==> src/rtl/adc_spin_integrator.sv <==
// ADC spin-window integrator: delay after trigger, then num_spins windows of len samples, each shifted and
// issued as one val_out pulse. Optional clamping of results under `SPIN_INT_SAT_EN`.
module adc_spin_integrator #(
  parameter int unsigned delay_reg = 2,
  parameter int unsigned len_reg   = 3,
  parameter int unsigned spins_reg = 4,
  parameter int unsigned shift_reg = 5,
  parameter int unsigned in_bits   = 16,
  parameter int unsigned out_bits  = 16,
  parameter int unsigned acc_bits  = 40
) (
  input  logic                clk,
  input  logic                rst,
  input  logic [31:0]         gpio_in,
  input  logic [in_bits-1:0]  adc_in,
  input  logic                adc_valid,
  input  logic                trig_in,
  output logic [out_bits-1:0] val_out,
  output logic                val_out_valid,
  output logic                busy,
  output logic                sat_flag
);

  // GPIO bus: bit 31 write strobe, [15:8] address, [7:0] data
  localparam int unsigned GPIO_W_CLK_BIT = 31;

  typedef enum logic [1:0] {IDLE, DELAY, INTEG} state_t;

  logic                w_clk;
  logic [7:0]          gpio_addr;
  logic [7:0]          gpio_data;
  logic                gpio_unused;
  logic                arm;
  logic                addr_hit;
  logic                wr_en;
  logic [15:0]         delay_r, len_r, spins_r;
  logic [4:0]          shift_r;

  logic [15:0]         delay_s, len_s, spins_s;
  logic [4:0]          shift_s;
  logic [15:0]         cnt, spin_cnt;
  logic signed [acc_bits-1:0] acc, adc_ext, sum, shifted;
  logic [out_bits-1:0] res;
  logic                sat_hit;

  state_t state, state_n;
  logic   start, take, emit;

  assign w_clk       = gpio_in[GPIO_W_CLK_BIT];
  assign gpio_addr   = gpio_in[15:8];
  assign gpio_data   = gpio_in[7:0];
  assign gpio_unused = ^gpio_in[30:16];

  assign addr_hit = (gpio_addr == 8'(delay_reg)) || (gpio_addr == 8'(len_reg)) ||
                    (gpio_addr == 8'(spins_reg)) || (gpio_addr == 8'(shift_reg));
  assign wr_en    = w_clk & arm & addr_hit;

  always_ff @(posedge clk or negedge rst) begin
    if (!rst) begin
      arm     <= 1'b1;
      delay_r <= '0;
      len_r   <= '0;
      spins_r <= '0;
      shift_r <= '0;
    end else begin
      if (!w_clk)     arm <= 1'b1;
      else if (wr_en) arm <= 1'b0;
      if (wr_en) begin
        if (gpio_addr == 8'(delay_reg)) delay_r <= {delay_r[7:0], gpio_data};
        if (gpio_addr == 8'(len_reg))   len_r   <= {len_r[7:0], gpio_data};
        if (gpio_addr == 8'(spins_reg)) spins_r <= {spins_r[7:0], gpio_data};
        if (gpio_addr == 8'(shift_reg)) shift_r <= gpio_data[4:0];
      end
    end
  end

  assign adc_ext = {{(acc_bits-in_bits){adc_in[in_bits-1]}}, adc_in};
  assign sum     = acc + adc_ext;
  assign shifted = sum >>> shift_s;

`ifdef SPIN_INT_SAT_EN
  logic fits;
  assign fits    = (shifted[acc_bits-1:out_bits-1] == '0) || (shifted[acc_bits-1:out_bits-1] == '1);
  assign sat_hit = ~fits;
  assign res     = fits ? shifted[out_bits-1:0]
                 : (shifted[acc_bits-1] ? {1'b1, {(out_bits-1){1'b0}}} : {1'b0, {(out_bits-1){1'b1}}});
`else
  logic shift_unused;
  assign shift_unused = ^shifted[acc_bits-1:out_bits];
  assign sat_hit      = 1'b0;
  assign res          = shifted[out_bits-1:0];
`endif

  always_ff @(posedge clk or negedge rst) begin
    if (!rst) state <= IDLE;
    else      state <= state_n;
  end

  always_comb begin
    state_n = state;
    start   = 1'b0;
    take    = 1'b0;
    emit    = 1'b0;
    case (state)
      IDLE: if (trig_in && spins_r != '0) begin
        start   = 1'b1;
        state_n = (delay_r != '0) ? DELAY : INTEG;
      end
      DELAY: if (adc_valid && cnt == delay_s - 16'd1) state_n = INTEG;
      INTEG: if (adc_valid) begin
        take = 1'b1;
        if (cnt == len_s - 16'd1) begin
          emit = 1'b1;
          if (spin_cnt == spins_s - 16'd1) state_n = IDLE;
        end
      end
      default: state_n = IDLE;
    endcase
  end

  assign busy = (state != IDLE);

  always_ff @(posedge clk or negedge rst) begin
    if (!rst) begin
      delay_s       <= '0;
      len_s         <= '0;
      spins_s       <= '0;
      shift_s       <= '0;
      cnt           <= '0;
      spin_cnt      <= '0;
      acc           <= '0;
      val_out       <= '0;
      val_out_valid <= 1'b0;
    end else begin
      val_out_valid <= emit;
      if (start) begin
        delay_s  <= delay_r;
        len_s    <= (len_r == '0) ? 16'd1 : len_r;
        spins_s  <= spins_r;
        shift_s  <= shift_r;
        cnt      <= '0;
        spin_cnt <= '0;
        acc      <= '0;
      end else if (state == DELAY && adc_valid) begin
        cnt <= (state_n == INTEG) ? 16'd0 : cnt + 16'd1;
      end else if (take) begin
        // Window closes on this sample; the next valid sample starts a fresh sum.
        if (emit) begin
          acc      <= '0;
          cnt      <= '0;
          spin_cnt <= spin_cnt + 16'd1;
          val_out  <= res;
        end else begin
          acc <= sum;
          cnt <= cnt + 16'd1;
        end
      end
    end
  end

`ifdef SPIN_INT_SAT_EN
  always_ff @(posedge clk or negedge rst) begin
    if (!rst)                 sat_flag <= 1'b0;
    else if (start)           sat_flag <= 1'b0;
    else if (emit && sat_hit) sat_flag <= 1'b1;
  end
`else
  assign sat_flag = 1'b0;
`endif

endmodule

==> config.mk <==
export PLATFORM = sky130hd
export DESIGN_NAME = adc_spin_integrator
export DESIGN_NICKNAME = d
export VERILOG_FILES = /design/src/rtl/adc_spin_integrator.sv
export SDC_FILE = /design/constraint.sdc
export NUM_CORES = 1
export LEC_CHECK = 0
export ABC_AREA = 1
export CAP_MARGIN = 20
export CORE_AREA = 2 2 254 156
export CTS_CLUSTER_SIZE = 12
export DETAILED_ROUTE_END_ITERATION = 16
export DIE_AREA = 0 0 256 158
export PLACE_DENSITY = 0.61
export SYNTH_ARGS = -nofsm -noshare
export SYNTH_HDL_FRONTEND = slang
export SYNTH_SLANG_ARGS = --single-unit
export TNS_END_PERCENT = 1
==> constraint.sdc <==
create_clock -name clk -period 3.7 [get_ports clk]
set_input_delay 0.74 -clock clk [delete_from_list [all_inputs] [get_ports clk]]
set_output_delay 0.74 -clock clk [all_outputs]
set_load 0.01 [all_outputs]
; ---- After elaboration in Yosys (flattened, before gate mapping)
; Cells that the tools add are included.
[word_totals]
register_bits = 198
ramBits = 0
in_bits = 52
elab_cells = 89
mem_count = 0
latch_bits = 0
rom_bits = 0
[classes]
eq_ne = 12
n_reduce_logical = 21
mux = 30
div_mod_pow = 0
bitwise_logic = 4
mul = 0
n_addsub = 6
order_cmp = 0
n_shift = 1
[op_table]
columns = op, n
row1 = $mux W16, 10
row2 = $mux W40, 4
row3 = $eq A16 B16 Y1, 3
row4 = $sub A16 B1 Y16 const B, 3
row5 = $add A40 B16 Y40, 1
row6 = $sshr A40 B5 Y16, 1
row7 = $add A16 B1 Y16 const B, 2
row8 = $reduce_bool A16 Y1, 2
row9 = $eq A8 B2 Y1 const B, 2
row10 = $eq A8 B3 Y1 const B, 2
row11 = $logic_not A16 Y1, 1
row12 = $mux W2, 6
row13 = $reduce_and A2 Y1, 5
row14 = $mux W1, 9
row15 = $pmux W2 S3, 1
row16 = $reduce_bool A2 Y1, 3
row17 = $eq A2 B2 Y1 const B, 2
row18 = $reduce_and A4 Y1, 1
row19 = $logic_and A1 B1 Y1, 3
row20 = $logic_or A1 B1 Y1, 3
row21 = $reduce_and A3 Y1, 1
row22 = $reduce_bool A3 Y1, 1
row23 = $and A1 B1 Y1, 2
row24 = $eq A2 B1 Y1 const B, 1
row25 = other kinds (4), 5

; ---- Longest topological paths before layout
; Gate-level depths: netlist of run 1.
[depth]
ltp_word = 10
ltp_mapped = 23
depth_no_buf = 23

; ---- Worst setup path after synthesis of run 1
; No wires, ideal clock.
[synth_timing]
path_type = input to register
from = in adc_in[0]
to = reg val_out[14]
cell_stages = 20
path_slack_ps = 927
setup_ps = 77
arrival_time_ps = 2695
n_path_buf = 0
cell_sequence = ha_1 > inv_1 > fa_1 > inv_1 > nand3_1 > nand2_1 > nand2_1 > nand2_1 > nand2_1 > nand3_1 > nand2_1 > nand3_1 > nand3_1 > nand2_1 > nand2_1 > nand2_1 > nand2_1 > nand2_1 > nand3_1 > a21oi_1
[synth_via]
elab_chain_len = 2
[synth_rtl]
columns = element, line_no
row1 = "start, declared", 15  ; input logic [in_bits-1:0] adc_in,
row2 = $add A40 B16 Y40, 78  ; assign sum = acc + adc_ext;
row3 = $sshr A40 B5 Y16, 79  ; assign shifted = sum >>> shift_s;
row4 = "end signal, assigned", 152  ; val_out <= res;
row5 = "end, declared", 18  ; output logic [out_bits-1:0] val_out,
; Every way passes these cells.
; A chain may end at the register's enable or synchronous reset.

; ---- Worst setup path in the final report of run 1
[layout_timing]
from = in adc_in[15]
to = reg val_out[7]
; The elaborated chain is that of the path after synthesis.

==> results of run 1 <==
==> worst min-delay path by stage <==
stage / start / end / slack [ns] / depth (start not counted)
floorplan: rst / acc[0] / 0.44 / 0
global placement: arm / arm / 0.47 / 2
detailed placement: len_r[10] / len_r[10] / 0.47 / 2
CTS: rst / acc[33] / 0.36 / 1
global route: rst / acc[33] / 0.38 / 1
finish: rst / acc[33] / 0.32 / 1
==> cells in the final DEF, fill, tap and decap left out, types with 3 or more instances in the layout <==
master,n
nor3_1,23
xor2_1,65
or2_2,9
nand4_1,26
o21ai_2,10
nor2_2,5
clkinv_1,3
clkbuf_16,17
inv_2,8
or2_1,8
o31ai_1,3
inv_1,297
a21boi_1,3
clkinv_8,6
o22ai_1,17
nor4_1,18
nand3_1,355
xnor2_1,27
o21bai_1,3
nor2_1,152
o21ai_1,24
clkdlybuf4s50_1,53
ha_1,44
inv_8,4
buf_4,119
dfrtp_1,197
nand3b_1,11
nand2_2,4
nand3_2,3
nand2_1,688
a21oi_1,49
o21ai_0,148
==> metrics by stage <==
| step | utilization, % | setup TNS, ns | power [mW] | setup slack, ns |
|---|---|---|---|---|
| 6_report | 45.4 | 0 | 13.9 | 0.215 |
| 5_1_grt | 45.4 | 0 | 15.1 | 0.00509 |
| 4_1_cts | 45.4 | 0 | 13.8 | 0.336 |
| 3_5_place_dp | 43.8 | -1.29 | 11.8 | -0.144 |
| 3_3_place_gp | 43.8 | -0.724 | 11.7 | -0.101 |
| 2_1_floorplan | - | 0 | 9.01 | 0.927 |
==> sequential cells by signal, indices dropped and copies added (netlist names), 5 cells and up <==
signal / flops
acc: 40
shift_s: 5
val_out: 16
len_s: 16
len_r: 16
cnt: 16
shift_r: 5
spins_s: 16
delay_r: 16
delay_s: 16
spins_r: 16
spin_cnt: 16
==> final cells by class <==
class / instances / area [sq um]
fillers: 4024 / 20900
multi-input cells: 1718 / 8560
clock buffers: 18 / 429
clock inverters: 14 / 176
inverters: 309 / 1160
flip-flops and latches: 198 / 4960
repair buffers: 175 / 1480
well taps: 522 / 653
==> cells by family (layout without fill, tap and decap cells) <==
logic type | count (synthesis) | count (layout) | share of synthesized area, %
buffers and inverters | 385 | 516 | 10.0
adders and majority gates | 45 | 45 | 3.80
and+or+nand+nor | 1313 | 1313 | 38.1
DFF | 198 | 198 | 33.0
other | 1 | 1 | 0.0250
muxes | 1 | 1 | 0.0667
AOI/OAI and AO/OA | 265 | 265 | 9.52
xor gates and xnor gates | 93 | 93 | 5.47
==> metal layers <==
layer / global-route usage, % / vias to the layer above / routed length, um
li1: - / 7657 / -
met1: 38.7 / 7184 / 25800
met2: 32.9 / 489 / 18300
met3: 4.05 / 30 / 3700
met4: 4.20 / 0 / 539
met5: 0 / - / 0
==> report_power, final <==
part           internal [mW]  total (mW)  switching, mW  leakage (nW)
logic                   3.25        8.97           5.72          6.04
clock network          0.920        1.94           1.02         0.290
registers               2.58        3.03          0.459          2.68
total                   6.75        13.9           7.19          9.01
==> impl_metrics.yaml, run 1 <==
outcome:
  status: "complete, no violations"
drt:
  antenna_left: 0
  vias: 15400
  first_pass_iters: 5
  detail_route.wl_per_cell_um: 16.3
  vias_per_cell: 5.20
  drc: 0
  wirelength_um: 48300
  drt-initial-drc-count: 1745
placed_design:
  io_buffers: 54
  hpwl_um: 38300
  placed_area_sq_mm: 0.0168
  post-place-cells: 2922
  place_congestion: 0.915
sta:
  period_needed_ns: 3.48
  max_freq_ghz: 0.287
  setup_violations: 0
  rsz0062_at_grt: "no"
  slew_viol_final: 0
  hold_ws_ns: 0.318
  clock_skew_ns: 0.0223
  finalCritPeriodShare_pct: 94.2
  tightest_slew_ns: 0.880
  finalHoldViolCount: 0
  relSlewSlack_pct: 41.3
setup_path:
  cp-end-kind: "register"
  critPathKind: "in -> reg"
  ff2ff_path_depth: 16
  crit_fanout: 14
  worst_path_max_delay_cell: "clkdlybuf4s50_1"
  cp_num_cells: 17
  critPathRequiredTime_ns: 4.07
  rrSetupSlack_ns: 0.61
  path_delay_family: "simple AND/OR/NAND/NOR gates"
  path_buf_inv: 2
  cp-endpoint: "val_out[7]"
  critPathMaxStageDelay_ns: 0.45
  worstReg2RegEnd: "val_out[3]"
  cp_cell_sequence: "clkdlybuf4s50_1, buf_12, ha_1, nand2_1, nor2_1, nand2_1, nor2_1, nand2_1, nand3_1, nand2_1, nand3_1, nand3_1, nand3_1, nand3_1, nand3_1, nand3_1, a21oi_1"
  cp-start-kind: "input port"
  startpoint: "adc_in[15]"
  reg2reg_from: "acc[8]"
  cp.arrival_ns: 3.85
  crit_top_cell: "nand3_1"
synth:
  synth_enable_flop_cells: 0
  syn_area_sq_mm: 0.0150
  synth.yosys.seq_area_share_pct: 33.0
  synth_most_common_cell: "nand2_1"
  async_reset_ff_share_pct: 100
  synthTopCellsByCount: "nand2_1, nand3_1, inv_1"
  yosysTopAreaCell: "dfrtp_1"
  ys.flop_type: "dfrtp_1"
  syn_area_per_cell_sq_um: 6.53
  yosysWarnings: 0
  syn-num-nets: 2398
  syn_inst: 2301
  yosysTopAreaCellShare_pct: 32.8
  synth_cell_types: 53
  synth_seq_cells: 198
  synth.area.top_cells: "dfrtp_1, nand2_1, nand3_1"
cts:
  post_cts_buffers: 0
  cts-resized-gates: 0
  cts_hold_buffers: 0
  cts_buffers: 17
  cts_tree: "yes"
  clk_latency_ns: 0.46
  path_clk_slew_ns: 0.09
  cts.sinks: 198
  clockBufferDepth: 2
  cts_root_buf: "clkbuf_16"
  cts_max_level: 4
pwr:
  p_per_area_mw_per_mm2: 801
  leakage_nw: 9.01
  ir_drop_mv: 0.442
cells_and_area:
  drive_gt1_share_pct: 8.31
  syn2layout_area_growth_pct: 15.9
  fin_area_sq_mm: 0.0174
  final_nets: 2516
  layout.cells.non_filler: 2954
  antenna_cells: 0
global_routing:
  antenna_found_initial: 1
  grt_pass1_vias: 13800
  grt_pass1_wl_um: 76100
  grt_max_degree: 84
  grt.overflow.total: 0
  gr-usage-all-layers_pct: 24.0
die:
  die-height_um: 158
  start_util_pct: 39.2
  rows: 56
  die-area_sq_mm: 0.0404
  pin_count: 71
  die_w_um: 256
  core_area_sq_mm: 0.0383
worst_hold_path:
  min_path_type: "in -> async"
job:
  cap_violations: 0
(Power assumes the default switching activity.)
==> run 2: changes to the inputs <==
SLEW_MARGIN = 30   (was default)
==> results of run 2 <==
Final layout, timing and power as in run 1 (identical DEF).
